**config.mk**
```make
export PLATFORM = sky130hd
export DESIGN_NAME = lcd_reader
export DESIGN_NICKNAME = d
export VERILOG_FILES = /design/src/rtl/lcd_reader.sv
export SDC_FILE = /design/constraint.sdc
export NUM_CORES = 1
export LEC_CHECK = 0
export CAP_MARGIN = 0
export CORE_UTILIZATION = 45
export CTS_CLUSTER_SIZE = 10
export DETAILED_ROUTE_END_ITERATION = 12
export GPL_ROUTABILITY_DRIVEN = 1
export PLACE_DENSITY = 0.74
export SYNTH_ARGS = -nofsm -noshare
export SYNTH_HDL_FRONTEND = slang
export SYNTH_SLANG_ARGS = --single-unit
```
**constraint.sdc**
```tcl
create_clock -name clk -period 3.8 [get_ports clk]
set_input_delay 0.38 -clock clk [delete_from_list [all_inputs] [get_ports clk]]
set_output_delay 0.38 -clock clk [all_outputs]
set_load 0.01 [all_outputs]
```
**src/rtl/lcd_reader.sv**
```systemverilog
// rtl/lcd_reader.sv - HD44780 read-cycle engine (BF/AC and data reads); optional auto-poll via LCD_READER_AUTOPOLL_EN
module lcd_reader #(
    parameter int SETUP_CYC   = 20,
    parameter int EN_HIGH_CYC = 75,
    parameter int SAMPLE_CYC  = 40,
    parameter int HOLD_CYC    = 20,
    parameter int CNT_W       = 8
) (
    input  logic       clk,
    input  logic       rst,
    input  logic       req,
    input  logic       req_rs,
`ifdef LCD_READER_AUTOPOLL_EN
    input  logic       poll_req,
    output logic       lcd_idle,
`endif
    output logic       ready,
    output logic       rd_valid,
    output logic [7:0] rd_data,
    output logic       busy_flag,
    output logic [6:0] addr_cnt,
    input  logic [7:0] LCD_DataBus_in,
    output logic       LCD_RS,
    output logic       LCD_RW,
    output logic       LCD_EN,
    output logic       bus_oe
);

    typedef enum logic [1:0] {S_IDLE, S_SETUP, S_EN_HI, S_HOLD} state_t;

    localparam logic [CNT_W-1:0] SETUP_LAST = CNT_W'(SETUP_CYC - 1);
    localparam logic [CNT_W-1:0] EN_LAST    = CNT_W'(EN_HIGH_CYC - 1);
    localparam logic [CNT_W-1:0] HOLD_LAST  = CNT_W'(HOLD_CYC - 1);
    localparam logic [CNT_W-1:0] SAMPLE_AT  = CNT_W'(SAMPLE_CYC);

    state_t           state, state_n;
    logic [CNT_W-1:0] cnt, cnt_n;
    logic             en_q, en_n;
    logic             rw_q, rw_n;
    logic             rs_q, rs_n;
    logic             oe_q, oe_n;
    logic             rv_q, rv_n;
    logic [7:0]       data_q, data_n;
    logic             bf_q, bf_n;
    logic [6:0]       ac_q, ac_n;
`ifdef LCD_READER_AUTOPOLL_EN
    logic             poll_q, poll_n;
    logic             idle_q, idle_n;
`endif

    // State and output registers; reset drops EN immediately and clears stored results
    always_ff @(posedge clk) begin
        if (rst) begin
            state  <= S_IDLE;
            cnt    <= '0;
            en_q   <= 1'b0;
            rw_q   <= 1'b0;
            rs_q   <= 1'b0;
            oe_q   <= 1'b1;
            rv_q   <= 1'b0;
            data_q <= 8'h00;
            bf_q   <= 1'b1;
            ac_q   <= 7'h00;
`ifdef LCD_READER_AUTOPOLL_EN
            poll_q <= 1'b0;
            idle_q <= 1'b0;
`endif
        end else begin
            state  <= state_n;
            cnt    <= cnt_n;
            en_q   <= en_n;
            rw_q   <= rw_n;
            rs_q   <= rs_n;
            oe_q   <= oe_n;
            rv_q   <= rv_n;
            data_q <= data_n;
            bf_q   <= bf_n;
            ac_q   <= ac_n;
`ifdef LCD_READER_AUTOPOLL_EN
            poll_q <= poll_n;
            idle_q <= idle_n;
`endif
        end
    end

    // Next-state logic: each phase counts its length, counter restarts on every transition
    always_comb begin
        state_n = state;
        cnt_n   = cnt + CNT_W'(1);
        en_n    = en_q;
        rw_n    = rw_q;
        rs_n    = rs_q;
        oe_n    = oe_q;
        rv_n    = 1'b0;
        data_n  = data_q;
        bf_n    = bf_q;
        ac_n    = ac_q;
`ifdef LCD_READER_AUTOPOLL_EN
        poll_n  = poll_q;
        idle_n  = 1'b0;
`endif
        case (state)
            S_IDLE: begin
                cnt_n = '0;
                en_n  = 1'b0;
`ifdef LCD_READER_AUTOPOLL_EN
                if (poll_req) begin
                    rs_n    = 1'b0;
                    rw_n    = 1'b1;
                    oe_n    = 1'b0;
                    poll_n  = 1'b1;
                    state_n = S_SETUP;
                end else
`endif
                if (req) begin
                    rs_n    = req_rs;
                    rw_n    = 1'b1;
                    oe_n    = 1'b0;
                    state_n = S_SETUP;
                end
            end
            S_SETUP: begin
                if (cnt == SETUP_LAST) begin
                    en_n    = 1'b1;
                    cnt_n   = '0;
                    state_n = S_EN_HI;
                end
            end
            S_EN_HI: begin
                if (cnt == SAMPLE_AT) begin
                    data_n = LCD_DataBus_in;
                    if (!rs_q) begin
                        bf_n = LCD_DataBus_in[7];
                        ac_n = LCD_DataBus_in[6:0];
                    end
                end
                if (cnt == EN_LAST) begin
                    en_n    = 1'b0;
                    rv_n    = 1'b1;
                    cnt_n   = '0;
                    state_n = S_HOLD;
`ifdef LCD_READER_AUTOPOLL_EN
                    idle_n  = poll_q && !bf_n;
`endif
                end
            end
            S_HOLD: begin
                if (cnt == HOLD_LAST) begin
                    cnt_n = '0;
`ifdef LCD_READER_AUTOPOLL_EN
                    // Still busy: go straight back to SETUP with RW held high
                    if (poll_q && bf_q) begin
                        state_n = S_SETUP;
                    end else begin
                        poll_n  = 1'b0;
                        rw_n    = 1'b0;
                        oe_n    = 1'b1;
                        state_n = S_IDLE;
                    end
`else
                    rw_n    = 1'b0;
                    oe_n    = 1'b1;
                    state_n = S_IDLE;
`endif
                end
            end
            default: begin
                state_n = S_IDLE;
            end
        endcase
    end

    assign ready     = (state == S_IDLE);
    assign rd_valid  = rv_q;
    assign rd_data   = data_q;
    assign busy_flag = bf_q;
    assign addr_cnt  = ac_q;
    assign LCD_RS    = rs_q;
    assign LCD_RW    = rw_q;
    assign LCD_EN    = en_q;
    assign bus_oe    = oe_q;
`ifdef LCD_READER_AUTOPOLL_EN
    assign lcd_idle  = idle_q;
`endif

endmodule

```
Yosys cells after proc, flatten, opt, wreduce, memory -nomap -nowiden
Index checks and enable logic that the tools add are counted.
{ "word_totals": {"inputBits": 12, "ff_bits": 31, "word_cells": 51, "out_inout_bits": 22} }
{ "classes": {"reduce_logical": 11, "bitwise_logic": 2, "n_eq_ne": 10, "n_addsub": 1, "muxes": 17} }
{ "op_table": {"columns": ["cell", "n"], "rows": [
  ["$pmux W8 S3", 1],
  ["$mux W8", 2],
  ["$reduce_and A3 Y1", 3],
  ["$add A8 B1 Y8 const B", 1],
  ["$eq A8 B5 Y1 const B", 1],
  ["$eq A8 B6 Y1 const B", 1],
  ["$eq A8 B7 Y1 const B", 1],
  ["$mux W2", 4],
  ["$ne A2 B2 Y1 const B", 4],
  ["$pmux W2 S4", 1],
  ["$mux W1", 6],
  ["$eq A2 B2 Y1 const B", 2],
  ["$pmux W1 S2", 2],
  ["$reduce_and A2 Y1", 2],
  ["$reduce_and A4 Y1", 1],
  ["$reduce_or A2 Y1", 2],
  ["$pmux W1 S3", 1],
  ["$reduce_bool A3 Y1", 1],
  ["$eq A2 B1 Y1 const B", 1],
  ["$logic_not A2 Y1", 1],
  ["$not A1 Y1", 2],
  ["$reduce_bool A2 Y1", 1]
]} }

Depth between registers and ports, before layout
Gate-level depths: netlist of run 1.
{ "depth": {"depth_word": 3, "mapped_depth": 7, "mapped_depth_nobuf": 6} }

Worst setup path before layout of run 1
OpenSTA, ideal clock, no wires.
{ "synth_path": {"path_kind": "flip-flop to flip-flop", "startpoint": "register cnt[0]", "endpoint": "register bf_q, in the netlist busy_flag", "n_path_buf": 1, "setup_time_ns": 0.120, "required_time_ns": 3.680, "setup_slack_ns": 2.224, "synth_period_minus_slack_ns": 1.576, "t_arrival_ns": 1.456, "stages_incl_launch_ff": 7, "path_cell_list": "dfxtp_1 > inv_1 > ha_1 > and4b_1 > and4b_1 > buf_4 > a211o_1"} }
{ "synth_between": {"elab_chain_cells": 2} }
{ "synth_lines": {"columns": ["item", "line", "source"], "rows": [
  ["from (decl)", "37", "logic [CNT_W-1:0] cnt, cnt_n;"],
  ["from (signal assigned)", "70", "cnt <= cnt_n;"],
  ["$eq A8 B6 Y1", "130", "if (cnt == SAMPLE_AT) begin"],
  ["$reduce_and A3 Y1 (no line)", null, null],
  ["to (signal assigned)", "77", "bf_q <= bf_n;"],
  ["to (decl)", "44", "logic bf_q, bf_n;"]
]} }
Every way passes these cells.
A chain may end at the register's enable or synchronous reset.

Final worst setup path of run 1
{ "layout_path": {"startpoint": "register state[0]", "endpoint": "output ready"} }
{ "layout_between": {"elab_chain_cells": 1} }
{ "layout_lines": {"columns": ["item", "line", "source"], "rows": [
  ["from (decl)", "36", "state_t state, state_n;"],
  ["from (signal assigned)", "69", "state <= state_n;"],
  ["$logic_not A2 Y1", "173", "assign ready = (state == S_IDLE);"],
  ["to (decl)", "17", "output logic ready,"]
]} }
Every way passes these cells.

==> key figures, run 1 <==
Status
  • Outcome: finished with violations
  • Failing checks: DRC

Synth
  • Ys async rst share: 0%
  • Sequential area share after synthesis: between 40% and 50%
  • EDFF count, synth: 0
  • Synthesis Warnings: 0
  • Synth Flop Type: dfxtp_1
  • Synthesized area per cell: ~9.6 sq um
  • Post-synth cell types: 37
  • Cell area after synthesis: around 0.0014 sq mm
  • Flops & latches, synth: 31
  • Mapped Cells: 147
  • Syn nets: 168

Clock tree
  • Clk_lat worst skew: ~0.32 ns
  • Cts bufs inserted: 5
  • Post-CTS sizing: 0
  • Clock Pin Slew Worst Setup and Hold Paths: 0.09 ns
  • Clock tree buffer depth: 2
  • Htree depth: 2
  • # Post-CTS Setup Buffers: 0
  • CTS Hold Bufs: 0
  • CTS tree: yes
  • Sink Count: 31
  • Clock Tree Root: clkbuf_4

Cells and area
  • Most common cell after layout, fill and taps aside: clkdlybuf4s50_1
  • Design area: about 0.0018 sq mm
  • Area grow syn2layout: 28.58%
  • Most frequent cells in the layout: clkdlybuf4s50_1 (33), dfxtp_1 (31), a21oi_1 (12), nor2_1 (10)
  • Final net count: just over 200
  • Layout cells sized above 1: 11.54%
  • Util after Layout: a little over three fifths
  • Antenna Cells: 0
  • Final Non-Filler Cells: approximately 210

Die
  • I/O pins: 34
  • Core area: 0.002853 sq mm
  • Die area: 0.003350 sq mm
  • Die X: roughly 58 microns
  • Die Height: just under 60 microns
  • Starting density of the core: just under 50%
  • Row count: 19

Power
  • Leakage: approximately 0.71 nW
  • P_sw: roughly 0.24 mW
  • Logic pwr share: approximately a quarter
  • Worst IR Drop VDD: approximately 0.00025 V
  • PwrDens: between 400 and 500 mW/mm^2
  • Internal: just over 0.5 mW
  • Switching Fraction: between 30% and 40%
  • Clk network pwr share: between 20% and 30%
  • Reg power frac: 48.6%
  • Pwr Total: around 0.75 mW

Timing
  • Max-slew headroom: between 40% and 50%
  • Max-slew violations: 0
  • Total negative slack: 0 ns
  • Slew @ Worst Pin: slightly below 0.9 ns
  • Worst Skew: between 0.006 and 0.007 ns
  • Fmax: 0.4840 GHz
  • Fin. Hold Viols: 0
  • RSZ-0062 raised after global routing: no
  • Final Cycle Share: 54.37%
  • Final setup vio count: 0
  • Period minus WS final: 2.066 ns

Routing
  • Routed vias/inst: 5.498
  • Detailed router's first-iteration violation count: 65
  • Routed WL per cell: about 13 microns
  • Remaining DRCs: 2
  • WL final: 2.832 mm
  • Pre-antenna DRT Iters: 8
  • Via count: about 1.2k
  • Antenna Violating Nets Remaining: 0

Setup path
  • Flop-to-flop setup slack: a little over 2 ns
  • R2R Path Start: cnt[0]
  • Slowest library cell on the worst path: clkdlybuf4s50_1
  • CP Depth: 3
  • Critical path class: reg2out
  • Required @ worst endpoint: between 3 and 4 ns
  • Crit path max-delay family: buffers and inverters
  • R2R Path End: busy_flag
  • Setup crit start: state[0]
  • R2r worst-path depth: 6
  • Crit. End Element: output pin
  • Cells along the critical path: inv_1 -> ha_1 -> clkdlybuf4s50_1
  • Buf/Inv on CP: 2
  • Crit path capture: ready
  • Worst Path Max Fanout: 6
  • Startpoint types: register
  • Slowest stage delay, CP: between 0.5 and 0.6 ns
  • CP arrival: 1.69 ns

Job
  • Max-cap violation count: 0

Global route
  • First-pass GRT wire length: 4.560 mm
  • Number of global-route vias before repair: about 1.1k
  • Largest net degree at the start of global routing: 26
  • Initial antenna violation count: 0
  • Remaining Overflow, GRT: 0
  • Tot GR Track Use: 17.90%

Placed design
  • Placed Instances: around 210
  • Placed cell area: around 0.0018 sq mm
  • RD Place Congestion: ~0.77
  • Hpwl dp: ~2.1 mm
  • Port bufs: 33

Min path
  • Hold Crit Class: reg2reg
[worst reg2reg max path, delay by kind of cell, from the launching register on]
kind                       cells  cell delay, ns
AOI/OAI and AO/OA              1            0.27
adders and majority gates      1            0.14
buffers and inverters          1            0.11
DFF                            1            0.38
and+or+nand+nor                3            0.75
[synth_stat cells (2+ instances only)]
| cell type | n | area (sq um) |
|---|---|---|
| dfxtp_1 | 31 | 620.6 |
| a21oi_1 | 12 | 60.06 |
| nor2_1 | 10 | 37.54 |
| ha_1 | 9 | 112.6 |
| nand2_1 | 9 | 33.78 |
| mux2i_1 | 8 | 80.08 |
| nand3_1 | 8 | 40.04 |
| nor2_2 | 8 | 50.05 |
| inv_1 | 7 | 26.28 |
| o21ai_0 | 5 | 25.02 |
| xor2_1 | 5 | 43.79 |
| clkbuf_1 | 3 | 11.26 |
| o21ai_1 | 3 | 15.01 |
| and4b_1 | 2 | 20.02 |
| nand2b_1 | 2 | 12.51 |
| nor2b_1 | 2 | 12.51 |
| nor3_1 | 2 | 10.01 |
| nor3b_1 | 2 | 15.01 |
[worst min path at each step]
stage / from / end / depth (start not counted)
finish: addr_cnt[0] / addr_cnt[0] / 2
global route: addr_cnt[4] / addr_cnt[4] / 2
CTS: addr_cnt[4] / addr_cnt[4] / 2
detailed placement: addr_cnt[4] / addr_cnt[4] / 2
global placement: addr_cnt[0] / addr_cnt[0] / 2
floorplan: cnt[0] / cnt[0] / 1
[cell families (layout without fill, tap and decap cells)]
kind of cell / Yosys count / after routing / share of synthesized area (%)
compound gates: 28 / 28 / 13.00
simple gates: 53 / 53 / 21.82
flops: 31 / 31 / 44.17
xor+xnor: 6 / 6 / 3.740
mux: 8 / 8 / 5.699
fa+ha+maj: 9 / 9 / 8.014
buf+inv: 12 / 47 / 3.562
[sequential cells by signal, indices dropped and copies added, names as in the netlist]
register and flops:
LCD_EN 1, rd_data 8, LCD_RS 1, addr_cnt 7, LCD_RW 1, busy_flag 1
cnt 8, rd_valid 1, bus_oe 1, state 2
[power by group through the flow]
| stage | Clock (mW) | Combinational [mW] | Sequential, mW |
|---|---|---|---|
| 5_1_grt | 0.211 | 0.221 | 0.369 |
| 3_3_place_gp | 0 | 0.192 | 0.372 |
| 6_report | 0.189 | 0.198 | 0.367 |
| 2_1_floorplan | 0 | 0.129 | 0.371 |
| 4_1_cts | 0.194 | 0.200 | 0.366 |
| 3_5_place_dp | 0 | 0.198 | 0.374 |
[metal layers]
metal | routed length (microns) | vias to the layer above | GRT usage, %
met5 | 0 | - | 0
met4 | 34 | 0 | 8.163
met3 | 140 | 5 | 6.473
met2 | 1337 | 31 | 28.08
met1 | 1320 | 548 | 21.99
li1 | - | 587 | -
[stage by stage]
stage | worst slack [ns] | hold slack [ns]
after global routing | 1.647 | 0.5089
after detailed placement | 1.801 | 0.4702
after global placement | 1.857 | 0.4625
after floorplan | 2.224 | 0.4582
after CTS | 1.724 | 0.4822
final | 1.734 | 0.4840
[area by class of cell]
| cell class | count | area (sq um) |
|---|---|---|
| timing repair buffer | 33 | 330.3 |
| multi-input combinational | 104 | 734.5 |
| clock buffer | 6 | 51.30 |
| inverter | 7 | 26.28 |
| fill | 248 | 1046 |
| sequential | 31 | 620.6 |
| tap | 31 | 38.79 |
| clock inverter | 1 | 5.005 |
No activity file was read; power rests on OpenSTA's default activity.
==> run 2: changes to the inputs <==
Settings changed: CORE_UTILIZATION 45 to 43.
Clock period 3.8 ns to 1.88 ns, I/O delays scaled along.
==> run 2 against run 1 <==
  * The flow now finishes without violations
  * Critical path depth unchanged
  * Clock-buffer cell count up 1
  * Die area up 4.5%
==> key figures, run 2 (synthesis results as in run 1) <==
Global route
  • Number of global-route vias before repair: 1098 (+4.4%)
  • First-pass GRT wire length: 4.719 mm (+3.5%)
  • Initial antenna violation count: 0 (unchanged)
  • Largest net degree at the start of global routing: 16 (-38%)
  • Remaining Overflow, GRT: 0 (unchanged)
  • Tot GR Track Use: 18.24% (+0.33 points)

Clock tree
  • Cts bufs inserted: 5 (unchanged)
  • Clk_lat worst skew: 0.33 ns (about the same)
  • CTS tree: yes
  • CTS Hold Bufs: 0 (unchanged)
  • Sink Count: 31 (unchanged)
  • Htree depth: 2 (unchanged)
  • Clock Tree Root: clkbuf_4
  • # Post-CTS Setup Buffers: 0 (unchanged)
  • Clock tree buffer depth: 2 (unchanged)
  • Clock Pin Slew Worst Setup and Hold Paths: 0.09 ns (about the same)

Min path
  • Hold path depth: 3 (+1)
  • Hold EP: LCD_RS
  • Hold Crit Class: in2reg
  • Hold_sp: req_rs

Timing
  • Worst Skew: 0.004669 ns (-0.002241 ns)
  • Fmax: between 0.5 and 0.6 GHz
  • Max-slew headroom: 65.48% (+23 points)
  • Final Cycle Share: between 90% and 100%
  • RSZ-0062 raised after global routing: no
  • Max-slew violations: 0 (unchanged)
  • Total negative slack: 0 ns (unchanged)
  • Fin. Hold Viols: 0 (unchanged)
  • Final setup vio count: 0 (unchanged)
  • Hold WS: 0.4123 ns (-0.07169 ns)
  • Period minus WS final: about 1.8 ns
  • Slew @ Worst Pin: 0.5162 ns (-0.3497 ns)

Setup path
  • R2R Path End: busy_flag
  • R2R Path Start: cnt[0]
  • Crit path max-delay family: buffers and inverters
  • Startpoint types: register
  • R2r worst-path depth: 6 (unchanged)
  • Cells along the critical path: inv_1 -> ha_4 -> clkdlybuf4s50_1
  • Slowest stage delay, CP: 0.54 ns (-0.03 ns)
  • Critical path class: reg2out
  • Flop-to-flop setup slack: 0.19 ns (-1.86 ns)
  • Crit. End Element: output pin
  • Buf/Inv on CP: 2 (unchanged)
  • Worst Path Max Fanout: 6 (unchanged)
  • Slowest library cell on the worst path: clkdlybuf4s50_1
  • Required @ worst endpoint: 1.69 ns (-1.73 ns)
  • CP arrival: 1.58 ns (-0.11 ns)

Cells and area
  • Most common cell after layout, fill and taps aside: clkdlybuf4s50_1
  • Util after Layout: 59.92% (-3.4 points)
  • Layout cells sized above 1: 12.43% (+0.89 points)
  • Area grow syn2layout: 31.26%
  • Final net count: 205 (+0.99%)
  • Antenna Cells: 0 (unchanged)
  • Most frequent cells in the layout: clkdlybuf4s50_1 (33), dfxtp_1 (31), a21oi_1 (12), nor2_1 (10), nand2_1 (9)

Power
  • PwrDens: 830.8 mW/mm^2 (+99%)
  • P_sw: 0.4927 mW (+110%)
  • Worst IR Drop VDD: 0.0005520 V (+120%)
  • Internal: 1.039 mW (+100%)
  • Switching Fraction: 32.16% (+0.93 points)
  • Logic pwr share: 28.0% (+1.7 points)
  • Clk network pwr share: 23.8% (-1.3 points)
  • Leakage: 0.7161 nW (+0.83%)
  • Reg power frac: 48.2% (-0.4 points)

Routing
  • WL final: 2.809 mm (-0.81%)
  • Pre-antenna DRT Iters: 4 (-4)
  • Routed vias/inst: 5.070 (-7.8%)
  • Detailed router's first-iteration violation count: 27 (-58%)
  • Remaining DRCs: 0 (-2)
  • Via count: 1161 (-0.85%)
  • Routed WL per cell: 12.27 microns (-7.7%)
  • Antenna Violating Nets Remaining: 0 (unchanged)

Status
  • Outcome: complete, no violations

Die
  • Die X: 59.17 microns (+2.2%)
  • Die Height: 59.17 microns (+2.2%)
  • I/O pins: 34 (unchanged)
  • Starting density of the core: 45.65% (-3.6 points)
  • Core area: 0.003078 sq mm (+7.9%)
  • Row count: 20 (+1)
  • Die area: 0.003501 sq mm (+4.5%)

Placed design
  • RD Place Congestion: 0.8084 (+5.2%)
  • Hpwl dp: 2.042 mm (-2.5%)
  • Port bufs: 33 (unchanged)

Job
  • Max-cap violation count: 0 (unchanged)
## run 2: cell count changes in the layout (fill, tap and decap cells not counted)
cell / previous run / this run
buf_4: 0 / 2
clkbuf_8: 1 / 0
ha_4: 0 / 1
clkbuf_1: 0 / 2
ha_1: 9 / 8
## run 2: how the worst max path moves through the flow
stage                  start           to  slack, ns  depth (start not counted)
finish              state[0]        ready       0.11                          3
global route          cnt[0]  addr_cnt[3]       0.01                          6
CTS                 state[1]        ready       0.05                          3
detailed placement    cnt[0]    busy_flag       0.20                          6
global placement      cnt[0]    busy_flag       0.26                          6
floorplan             cnt[0]    busy_flag       0.30                          6
## run 2: metal layers
metal,up-vias,GRT usage (%),share of wire (%)
li1,584,-,-
met1,538,20.82,45
met2,33,31.17,47
met3,6,6.332,6.4
met4,0,7.143,1.8
met5,-,0,0
## run 2: repair_timing
action,4_1_cts,5_1_grt
gates resized for setup,1,1
pin swaps,0,0
endpoints found under the setup margin,1,1
cloned,0,0
## run 2: per-stage QoR
| step | power [mW] | instances | cell area [sq um] | setup slack, ns |
|---|---|---|---|---|
| 6_report | 1.532 | 229 | 1844 | 0.1108 |
| 5_1_grt | 1.630 | 229 | 1844 | 0.01197 |
| 4_1_cts | 1.528 | 229 | 1834 | 0.04692 |
| 3_5_place_dp | 1.153 | 221 | 1782 | 0.1957 |
| 3_3_place_gp | 1.141 | 221 | 1782 | 0.2631 |
| 2_1_floorplan | 1.010 | 147 | 1405 | 0.3041 |
## run 2: cell type report
class	count	area, sq um
tap	44	55.05
clock inverter	1	5.005
timing repair buffer	35	345.3
sequential	31	620.6
clock buffer	7	45.04
multi-input combinational	104	747.0
fill	284	1234
inverter	7	26.28
## run 2: tightest hold or removal path: stages
cell and delay, ns:
clkdlybuf4s50_1 0.39, nand3_1 0.07, a21oi_1 0.05
## run 2: power groups by stage
stage / combinational, mW / sequential, mW / clock (mW)
final: 0.429 / 0.738 / 0.365
after global routing: 0.476 / 0.747 / 0.407
after CTS: 0.406 / 0.739 / 0.383
after detailed placement: 0.399 / 0.754 / 0
after global placement: 0.390 / 0.751 / 0
after floorplan: 0.261 / 0.750 / 0
==> run 3: changes to the inputs <==
Settings changed: CTS_CLUSTER_SIZE 10 to 20.
==> results of run 3 <==
No change in the layout: final DEF, timing and power equal those of run 2.
